`config.mk`:
```
export PLATFORM = sky130hd
export DESIGN_NAME = imem_fetch_ctrl
export DESIGN_NICKNAME = d
export VERILOG_FILES = /design/src/rtl/imem_fetch_ctrl_pkg.sv /design/src/rtl/imem_fetch_ctrl_fetch_buf.sv /design/src/rtl/imem_fetch_ctrl.sv
export SDC_FILE = /design/constraint.sdc
export NUM_CORES = 1
export LEC_CHECK = 0
export ABC_AREA = 1
export CELL_PAD_IN_SITES_DETAIL_PLACEMENT = 1
export CELL_PAD_IN_SITES_GLOBAL_PLACEMENT = 1
export CORE_UTILIZATION = 37
export CTS_CLUSTER_DIAMETER = 40
export CTS_CLUSTER_SIZE = 8
export DETAILED_ROUTE_END_ITERATION = 8
export PLACE_DENSITY = 0.74
export SETUP_SLACK_MARGIN = 0.05
export SYNTH_ARGS = -nofsm -noshare
export SYNTH_HDL_FRONTEND = slang
export SYNTH_SLANG_ARGS = --single-unit
export TNS_END_PERCENT = 50
```
`constraint.sdc`:
```
create_clock -name clk -period 5.3 [get_ports clk]
set_input_delay 1.325 -clock clk [delete_from_list [all_inputs] [get_ports clk]]
set_output_delay 1.325 -clock clk [all_outputs]
set_load 0.03 [all_outputs]
```
`src/rtl/imem_fetch_ctrl_pkg.sv`:
```
// Shared types and constants for the instruction-fetch controller and its buffer.
package imem_fetch_ctrl_pkg;

  localparam int DEPTH_DEFAULT = 2;
  localparam logic [1:0] RESP_OKAY = 2'b00;

  typedef enum logic [1:0] {
    ST_RUN   = 2'd0,
    ST_DRAIN = 2'd1,
    ST_FAULT = 2'd2
  } fetch_state_t;

  typedef struct packed {
    logic [31:0] pc;
    logic [31:0] instr;
    logic        fault;
  } fetch_entry_t;

endpackage

```
`src/rtl/imem_fetch_ctrl_fetch_buf.sv`:
```
// DEPTH-entry synchronous FIFO of fetched {pc, instr, fault}; head visible the cycle after push.
// Flush beats push/pop; a push into a full FIFO lands only when a pop happens in the same cycle.
module fetch_buf
  import imem_fetch_ctrl_pkg::*;
#(
  parameter int DEPTH = DEPTH_DEFAULT,
  parameter int CW    = $clog2(DEPTH + 1)
) (
  input  logic          clk,
  input  logic          rst,
  input  logic          flush,
  input  logic          push,
  input  logic [31:0]   push_pc,
  input  logic [31:0]   push_instr,
  input  logic          push_fault,
  input  logic          pop,
  output logic [31:0]   head_pc,
  output logic [31:0]   head_instr,
  output logic          head_fault,
  output logic [CW-1:0] count
);

  localparam int PW = (DEPTH > 1) ? $clog2(DEPTH) : 1;

  fetch_entry_t    mem [DEPTH];
  fetch_entry_t    wr_entry;
  fetch_entry_t    head_entry;
  logic [PW-1:0]   rd_ptr;
  logic [PW-1:0]   wr_ptr;
  logic            do_pop;
  logic            do_push;

  function automatic logic [PW-1:0] bump(input logic [PW-1:0] p);
    return (p == PW'(DEPTH - 1)) ? '0 : p + PW'(1);
  endfunction

  assign do_pop   = pop && (count != '0);
  assign do_push  = push && ((count != CW'(DEPTH)) || do_pop);
  assign wr_entry = '{pc: push_pc, instr: push_instr, fault: push_fault};

  always_ff @(posedge clk) begin
    if (rst || flush) begin
      rd_ptr <= '0;
      wr_ptr <= '0;
      count  <= '0;
    end else begin
      if (do_push) wr_ptr <= bump(wr_ptr);
      if (do_pop)  rd_ptr <= bump(rd_ptr);
      count <= count + CW'(do_push) - CW'(do_pop);
    end
  end

  // Storage is not reset; count alone decides what is valid.
  always_ff @(posedge clk) begin
    if (do_push && !rst && !flush) mem[wr_ptr] <= wr_entry;
  end

  assign head_entry = mem[rd_ptr];
  assign head_pc    = head_entry.pc;
  assign head_instr = head_entry.instr;
  assign head_fault = head_entry.fault;

endmodule

```
`src/rtl/imem_fetch_ctrl.sv`:
```
// AXI read-channel instruction fetcher feeding decode through fetch_buf; head is visible 1 cycle after rvalid.
// Commits only while outstanding reads plus buffered entries fit in DEPTH, so decode stalls throttle arvalid.
module imem_fetch_ctrl
  import imem_fetch_ctrl_pkg::*;
#(
  parameter logic [31:0] RESET_PC = 32'h0000_0000,
  parameter int          DEPTH    = DEPTH_DEFAULT
) (
  input  logic        clk,
  input  logic        rst,
  output logic [31:0] axi_imem_araddr,
  output logic        axi_imem_arvalid,
  input  logic        axi_imem_arready,
  input  logic [31:0] axi_imem_rdata,
  input  logic [1:0]  axi_imem_rresp,
  input  logic        axi_imem_rvalid,
  output logic        axi_imem_rready,
  input  logic        redirect_valid,
  input  logic [31:0] redirect_pc,
  input  logic        dec_ready,
  output logic [31:0] instructionD,
  output logic [31:0] pcD,
  output logic        instructionD_valid,
  output logic        fetch_fault
);

  localparam int CW = $clog2(DEPTH + 1);

  fetch_state_t  state, state_nx;
  logic [31:0]   fetch_pc;
  logic [31:0]   rsp_pc;
  logic [31:0]   ar_addr_q;
  logic [31:0]   redirect_pc_al;
  logic          ar_pend;
  logic [CW-1:0] outstanding;
  logic [CW-1:0] discard_cnt, discard_nx;
  logic [CW-1:0] buf_count;
  logic [CW:0]   in_use;
  logic [31:0]   head_pc, head_instr;
  logic          head_fault, head_vld;
  logic          rsp_acc, rsp_fault, push, pop, room, new_commit;
  logic          unused_bits;

  assign unused_bits    = &{1'b0, redirect_pc[1:0]};
  assign redirect_pc_al = {redirect_pc[31:2], 2'b00};

  assign rsp_acc   = axi_imem_rvalid && !rst;
  assign rsp_fault = (axi_imem_rresp != RESP_OKAY);
  assign head_vld  = !rst && (buf_count != '0);
  assign pop       = head_vld && dec_ready && !redirect_valid;
  assign push      = rsp_acc && !redirect_valid && (state != ST_DRAIN);

  // Slots still claimed after this cycle: a response in flight just moves from outstanding into the buffer.
  assign in_use     = {1'b0, outstanding} + {1'b0, buf_count} - (CW + 1)'(pop);
  assign room       = in_use < (CW + 1)'(DEPTH);
  assign new_commit = !rst && (state == ST_RUN) && !redirect_valid && !ar_pend && room;

  assign axi_imem_arvalid = !rst && (ar_pend || new_commit);
  assign axi_imem_araddr  = ar_pend ? ar_addr_q : fetch_pc;
  assign axi_imem_rready  = !rst;

  assign instructionD_valid = head_vld;
  assign instructionD       = head_vld ? head_instr : '0;
  assign pcD                = head_vld ? head_pc : '0;
  assign fetch_fault        = head_vld && head_fault;

  fetch_buf #(.DEPTH(DEPTH)) u_buf (
    .clk        (clk),
    .rst        (rst),
    .flush      (redirect_valid),
    .push       (push),
    .push_pc    (rsp_pc),
    .push_instr (axi_imem_rdata),
    .push_fault (rsp_fault),
    .pop        (pop),
    .head_pc    (head_pc),
    .head_instr (head_instr),
    .head_fault (head_fault),
    .count      (buf_count)
  );

  always_comb begin
    state_nx   = state;
    discard_nx = discard_cnt;
    if (redirect_valid) begin
      discard_nx = outstanding - CW'(rsp_acc);
      state_nx   = (discard_nx != '0) ? ST_DRAIN : ST_RUN;
    end else begin
      case (state)
        ST_RUN: begin
          if (rsp_acc && rsp_fault) state_nx = ST_FAULT;
        end
        ST_DRAIN: begin
          if (rsp_acc) begin
            discard_nx = discard_cnt - CW'(1);
            if (discard_cnt == CW'(1)) state_nx = ST_RUN;
          end
        end
        ST_FAULT: state_nx = ST_FAULT;
        default:  state_nx = ST_RUN;
      endcase
    end
  end

  always_ff @(posedge clk) begin
    if (rst) begin
      state       <= ST_RUN;
      fetch_pc    <= RESET_PC;
      rsp_pc      <= RESET_PC;
      ar_pend     <= 1'b0;
      ar_addr_q   <= '0;
      outstanding <= '0;
      discard_cnt <= '0;
    end else begin
      state       <= state_nx;
      discard_cnt <= discard_nx;
      outstanding <= outstanding + CW'(new_commit) - CW'(rsp_acc);
      // Responses are in order and every pre-redirect one is dropped, so the kept stream restarts at redirect_pc.
      if (redirect_valid) begin
        fetch_pc <= redirect_pc_al;
        rsp_pc   <= redirect_pc_al;
      end else begin
        if (new_commit) fetch_pc <= fetch_pc + 32'd4;
        if (push)       rsp_pc   <= rsp_pc + 32'd4;
      end
      if (new_commit && !axi_imem_arready) begin
        ar_pend   <= 1'b1;
        ar_addr_q <= fetch_pc;
      end else if (ar_pend && axi_imem_arready) begin
        ar_pend <= 1'b0;
      end
    end
  end

endmodule

```
Word level (Yosys, flattened, before mapping)
Memories as Yosys holds them, arrays and structs flattened. A register that Yosys moved wholly into a read port is not among the register bits.
Cells that the tools add are included.
- RAM bits: 130
- logic and storage cells: 96
- output and inout port bits: 100
- flip-flop bits (word level): 107
- memories: 1
- memories (name ; words ; bits a word ; rd ports ; clocked after Yosys merged registers in ; write ports ; RTL line ; RTL):
    u_buf.mem ; 2 ; 65 ; 1 ; 1 ; 1 ; imem_fetch_ctrl_fetch_buf.sv:25 ; fetch_entry_t mem [DEPTH];
- equality and inequality tests: 8
- reduce and logical (&&, ||, !) cells: 38
- muxes and demuxes: 24
- $lt $le $gt $ge: 1
- add/subtract/negate cells: 12
- operator list (cell ; count):
    32-bit two-way mux ; 7
    32-bit by 3-bit adder with 32-bit output (second input constant) ; 2
    1-bit logical AND ; 19
    2-bit nonzero test ; 8
    2-bit two-way mux ; 7
    1-bit two-way mux ; 9
    3-bit inequality test (second input constant) ; 2
    2-bit one-hot mux with 3 select lines ; 1
    2-bit by 1-bit subtractor with 2-bit output ; 3
    2-bit by 1-bit adder with 2-bit output ; 2
    2-bit by 1-bit equality test with 1-bit output (second input constant) ; 2
    1-bit logical NOT ; 4
    2-bit by 2-bit adder with 3-bit output ; 1
    1-bit logical OR ; 3
    3-bit by 2-bit less-than comparator with 1-bit output (second input constant) ; 1
    3-bit by 2-bit inequality test with 1-bit output (second input constant) ; 1
    3-bit AND reduction ; 1
    3-bit by 1-bit subtractor with 3-bit output ; 1
    1-bit adder (second input constant) ; 2
    2-bit equality test (second input constant) ; 1
    2-bit logical NOT ; 1
    2-bit by 1-bit inequality test with 1-bit output (second input constant) ; 1
    2-bit inequality test (second input constant) ; 1
    2-bit AND reduction ; 1
    2 further kinds ; 2

Longest topological paths before layout
- depth after elaboration: 11
- mapped depth: 19

By module
A second synthesis with hierarchy kept.
- cells, all modules: 1356
- area, all modules: 11627.4 um^2
- modules (own cells, without submodules) (module ; cells each ; seq. area each (um^2) ; area each (um^2) ; instances):
    imem_fetch_ctrl ; 1110 ; 1941.9 ; 6461.2 ; 1
    fetch_buf ; 246 ; 4003.8 ; 5166.2 ; 1

Least setup slack after synthesis
OpenSTA, ideal clock, no wires.
- kind: input to register
- from: in rst
- to: mem u_buf.mem[1][0] in the netlist's numbering, enable pin
- stages on the path: 6
- arrival: 4.673 ns
- library setup time: 0.485 ns
- data required time: 4.815 ns
- slack: 0.141 ns
- cells stage by stage: buf_6 > nor2_8 > nand3_1 > a31oi_1 > inv_1 > nor2_1
- longest elaborated chain between the ends: 11
- elaborated cells between the ends (all ways): 14
- classes of those cells: mux (2); reduce/logical (12)
- ends and longest elaborated chain (element ; RTL line ; RTL):
    start, declared ; imem_fetch_ctrl.sv:10 ; input logic rst,
    1-bit logical NOT (*) ; imem_fetch_ctrl_fetch_buf.sv:55, imem_fetch_ctrl.sv:47, imem_fetch_ctrl.sv:49 ;
    1-bit logical AND ; imem_fetch_ctrl.sv:49 ; assign head_vld = !rst && (buf_count != '0);
    1-bit logical AND (2 in series) ; imem_fetch_ctrl.sv:50 ; assign pop = head_vld && dec_ready && !redirect_valid;
    1-bit logical AND ; imem_fetch_ctrl_fetch_buf.sv:37 ; assign do_pop = pop && (count != '0);
    1-bit logical OR ; imem_fetch_ctrl_fetch_buf.sv:38 ; assign do_push = push && ((count != CW'(DEPTH)) || do_pop);
    1-bit logical AND ; imem_fetch_ctrl_fetch_buf.sv:38 ;
    1-bit logical AND (*) (2 in series) ; imem_fetch_ctrl_fetch_buf.sv:55 ; if (do_push && !rst && !flush) mem[wr_ptr] <= wr_entry;
    1-bit two-way mux (*) ; imem_fetch_ctrl_fetch_buf.sv:55 ;
    1-bit two-way mux (implied by the code) (*) ; imem_fetch_ctrl_fetch_buf.sv:55 ;
    end, declared ; imem_fetch_ctrl_fetch_buf.sv:25 ;
Every way passes the cells marked *; elsewhere a longest branch is shown, timed or not.

Worst setup path after layout
- from: in rst
- to: out axi_imem_arvalid
- longest elaborated chain between the ends: 9
- elaborated cells between the ends (all ways): 12
- classes of those cells: add/sub (1); order compare (1); reduce/logical (10)
- ends and longest elaborated chain (element ; RTL line ; RTL):
    1-bit logical NOT (*) ; imem_fetch_ctrl.sv:49, imem_fetch_ctrl.sv:56, imem_fetch_ctrl.sv:58 ;
    1-bit logical AND ; imem_fetch_ctrl.sv:49 ;
    1-bit logical AND (2 in series) ; imem_fetch_ctrl.sv:50 ;
    3-bit by 1-bit subtractor with 3-bit output ; imem_fetch_ctrl.sv:54 ; assign in_use = {1'b0, outstanding} + {1'b0, buf_count} - (CW + 1)'(pop);
    3-bit by 2-bit less-than comparator with 1-bit output ; imem_fetch_ctrl.sv:55 ; assign room = in_use < (CW + 1)'(DEPTH);
    1-bit logical AND ; imem_fetch_ctrl.sv:56 ; assign new_commit = !rst && (state == ST_RUN) && !redirect_valid && !ar_pend && room;
    1-bit logical OR ; imem_fetch_ctrl.sv:58 ; assign axi_imem_arvalid = !rst && (ar_pend || new_commit);
    1-bit logical AND (*) ; imem_fetch_ctrl.sv:58 ;
    end, declared ; imem_fetch_ctrl.sv:12 ; output logic axi_imem_arvalid,
Marks and branches as above.

==> results.ini <==
[status]
status = finished clean

[layout]
nNetsFinal = 1583
antenna_cells = 0
final_area_um2 = 14470
final_layout_size_suffix_gt1_frac = 0.1614
area_growth_pct = 28.01

[min_path]
holdCritPathClass = flop to flop
min-delay-start = discard_cnt[0]

[cts]
cts_tree = done
htree_num_levels = 2
clockBufferDepth = 3
post_cts_resized = 0
clk_pin_slew_ns = 0.05
clockRootBuffer = clkbuf_16
insertion_delay_ns = 0.53
cts_buffers = 42
clock_sinks = 228

[critical_path]
crit_path_end_kind = output pin
reg2reg_from = u_buf.count[1]
crit_arrival_ns = 3.78
cp.required_ns = 3.97
rr_worst_depth = 17
critical_path_class = input port to output pin
endpoint = axi_imem_arvalid
rrSetupSlack_ns = 2.10
critPathMaxFanout = 3
rr_endpoint = fetch_pc[8]
startpoint = rst
cp-start-kind = input port

[timing]
finalCritPeriodShare = 0.9626
tns_ns = 0
fin_crit_ns = 5.102
slew_viol_final = 0
tightest_slew_ns = 0.6697
whs_ns = 0.4789
rsz0062_at_grt = no
relSlewSlack = 0.5535
fmax_ghz = 0.1960
setup_viol = 0
finClkSkew_ns = 0.01532
finalHoldViolCount = 0

[die]
initial_core_util = 0.3785
rows = 63
die_y_um = 176.8
fp.dieArea_um2 = 31260
die_x_um = 176.8
core_um2 = 29870
io_pins = 172

[placed_design]
portBuffers = 165
hpwl_um = 22450
routabilityCongestion = 0.8599
place_area_um2 = 13120

[detailed_routing]
via_per_inst = 4.984
ant_nets = 0
vias = 9569
wirelength_um = 32920
drtIter0Drc = 474
drc = 0
wl_per_cell_um = 17.14
dr.pass1.iters = 5

[synthesis]
syn-instance-count = 1335
syn_area_um2 = 11310
synth_top_area_frac = 0.3346
ys_seq_elements = 228
seq_area_frac_synth = 0.5152
yosys.area.top_type = edfxtp_1
yosysWarnings = 0
async_flop_share = 0
avgSynthCellArea_um2 = 8.470
synth_edf_count = 126
synth_flop_cell = edfxtp_1
synth.top_cells.by_area = edfxtp_1, dfxtp_1, nand2_1
ys_types = 41

[global_route]
grt_antenna_before_repair = 0
grt_overflow = 0
grt_max_degree = 69
grt_pass1_wl_um = 52120
grt_pass1_vias = 9903
grt_use_total = 0.2114

[pwr]
powerDensity_nw_per_um2 = 348.2
vdd_drop_max_uv = 221.6
p_leak_uw = 0.005924

[run]
max_cap_violations = 0

## power by group
| part | internal, uW | switching, uW | total (uW) |
|---|---|---|---|
| registers | 1950 | 76.4 | 2030 |
| logic | 182 | 283 | 465 |
| clock network | 1680 | 869 | 2550 |
## layout make-up
cell class	instances	area, um2
inverter	169	634.4
clock inverter	10	117.6
tap	390	488.0
multi-input combinational	880	4558
clock buffer	64	1225
timing repair buffer	179	1624
sequential	228	5827
fill	3481	15400
## flip-flops by register name, summed over array words and instances (netlist names), named ones only
register / count
state: 2
u_buf.wr_ptr: 1
ar_pend: 1
rsp_pc: 30
fetch_pc: 30
u_buf.count: 2
discard_cnt: 2
outstanding: 2
u_buf.mem: 126
u_buf.rd_ptr: 1
ar_addr_q: 30
## cells in the mapped netlist, types with 2 or more instances
cell,count
nand3_1,85
nor2_4,3
mux2_2,63
nor2_1,98
edfxtp_1,126
a21oi_1,92
and2_1,2
o21ai_0,106
buf_6,5
o21bai_1,3
nand4_1,3
nor3_1,2
nor2_2,9
a21oi_2,10
xor2_1,6
inv_1,164
dfxtp_1,102
or2_2,7
nand2_2,2
o21ai_1,10
clkbuf_1,30
nand2_1,334
o211ai_1,5
buf_1,5
xnor2_1,2
inv_2,5
a31oi_1,14
ha_1,10
buf_2,12
buf_4,9
## cells by family after synthesis
| kind of cell | synth area share |
|---|---|
| flops | 0.5152 |
| other cells | 0.0003317 |
| buf+inv | 0.08399 |
| mux | 0.06274 |
| fa+ha+maj | 0.01284 |
| simple gates | 0.2037 |
| xor+xnor | 0.006197 |
| compound gates | 0.1150 |
## stage by stage
stage	power (uW)	utilization	setup slack, ns	instances
2_1_floorplan	2331	-	0.1414	1338
3_3_place_gp	2500	0.4390	0.2117	1844
6_report	5040	0.4845	0.1980	1920
5_1_grt	5221	0.4845	0.08654	1920
4_1_cts	5093	0.4840	0.1143	1918
3_5_place_dp	2522	0.4390	0.1242	1844
## placed cells by master (no fill, tap or decap), types with 6 or more instances in the layout
| master | instances |
|---|---|
| clkdlybuf4s50_1 | 98 |
| mux2_2 | 63 |
| ha_1 | 10 |
| a31oi_1 | 14 |
| clkbuf_8 | 7 |
| inv_1 | 164 |
| xor2_1 | 6 |
| nor2_2 | 9 |
| edfxtp_1 | 126 |
| nand3_1 | 85 |
| nand2_1 | 334 |
| clkbuf_16 | 43 |
| buf_4 | 77 |
| a21oi_2 | 10 |
| o21ai_0 | 106 |
| dfxtp_1 | 101 |
| o21ai_1 | 10 |
| or2_2 | 7 |
| clkbuf_1 | 14 |
| a21oi_1 | 92 |
| nor2_1 | 96 |
## repair_timing
action                                  4_1_cts  5_1_grt
hold buffers                                  0        0
endpoints found under the setup margin        0        1
buffers inserted                              0        2
## per-layer routing
layer	global-route usage	up-vias	wire length, um
met2	0.3609	212	15710
met5	0	-	0
li1	-	4728	-
met1	0.2748	4583	14970
met4	0.05819	0	653
met3	0.03522	46	1584
## worst max-delay path: stages
cell and delay (ns):
clkdlybuf4s50_1 0.46, nor2_4 0.14, nand2_1 0.10, a21oi_1 0.14, ha_1 0.24, or2_2 0.31, fa_1 0.53, nand3_2 0.09
inv_2 0.08, nand2_4 0.05, a21oi_1 0.14, buf_4 0.18
## how the worst min path moves through the flow
stage                     end  slack (ns)  cells past startpoint
2_1_floorplan  discard_cnt[0]        0.44                      2
3_3_place_gp   discard_cnt[0]        0.45                      2
3_5_place_dp   discard_cnt[0]        0.47                      2
4_1_cts        discard_cnt[0]        0.48                      2
5_1_grt        discard_cnt[0]        0.51                      2
6_report       discard_cnt[0]        0.48                      2
No activity file was read; power rests on OpenSTA's default activity.
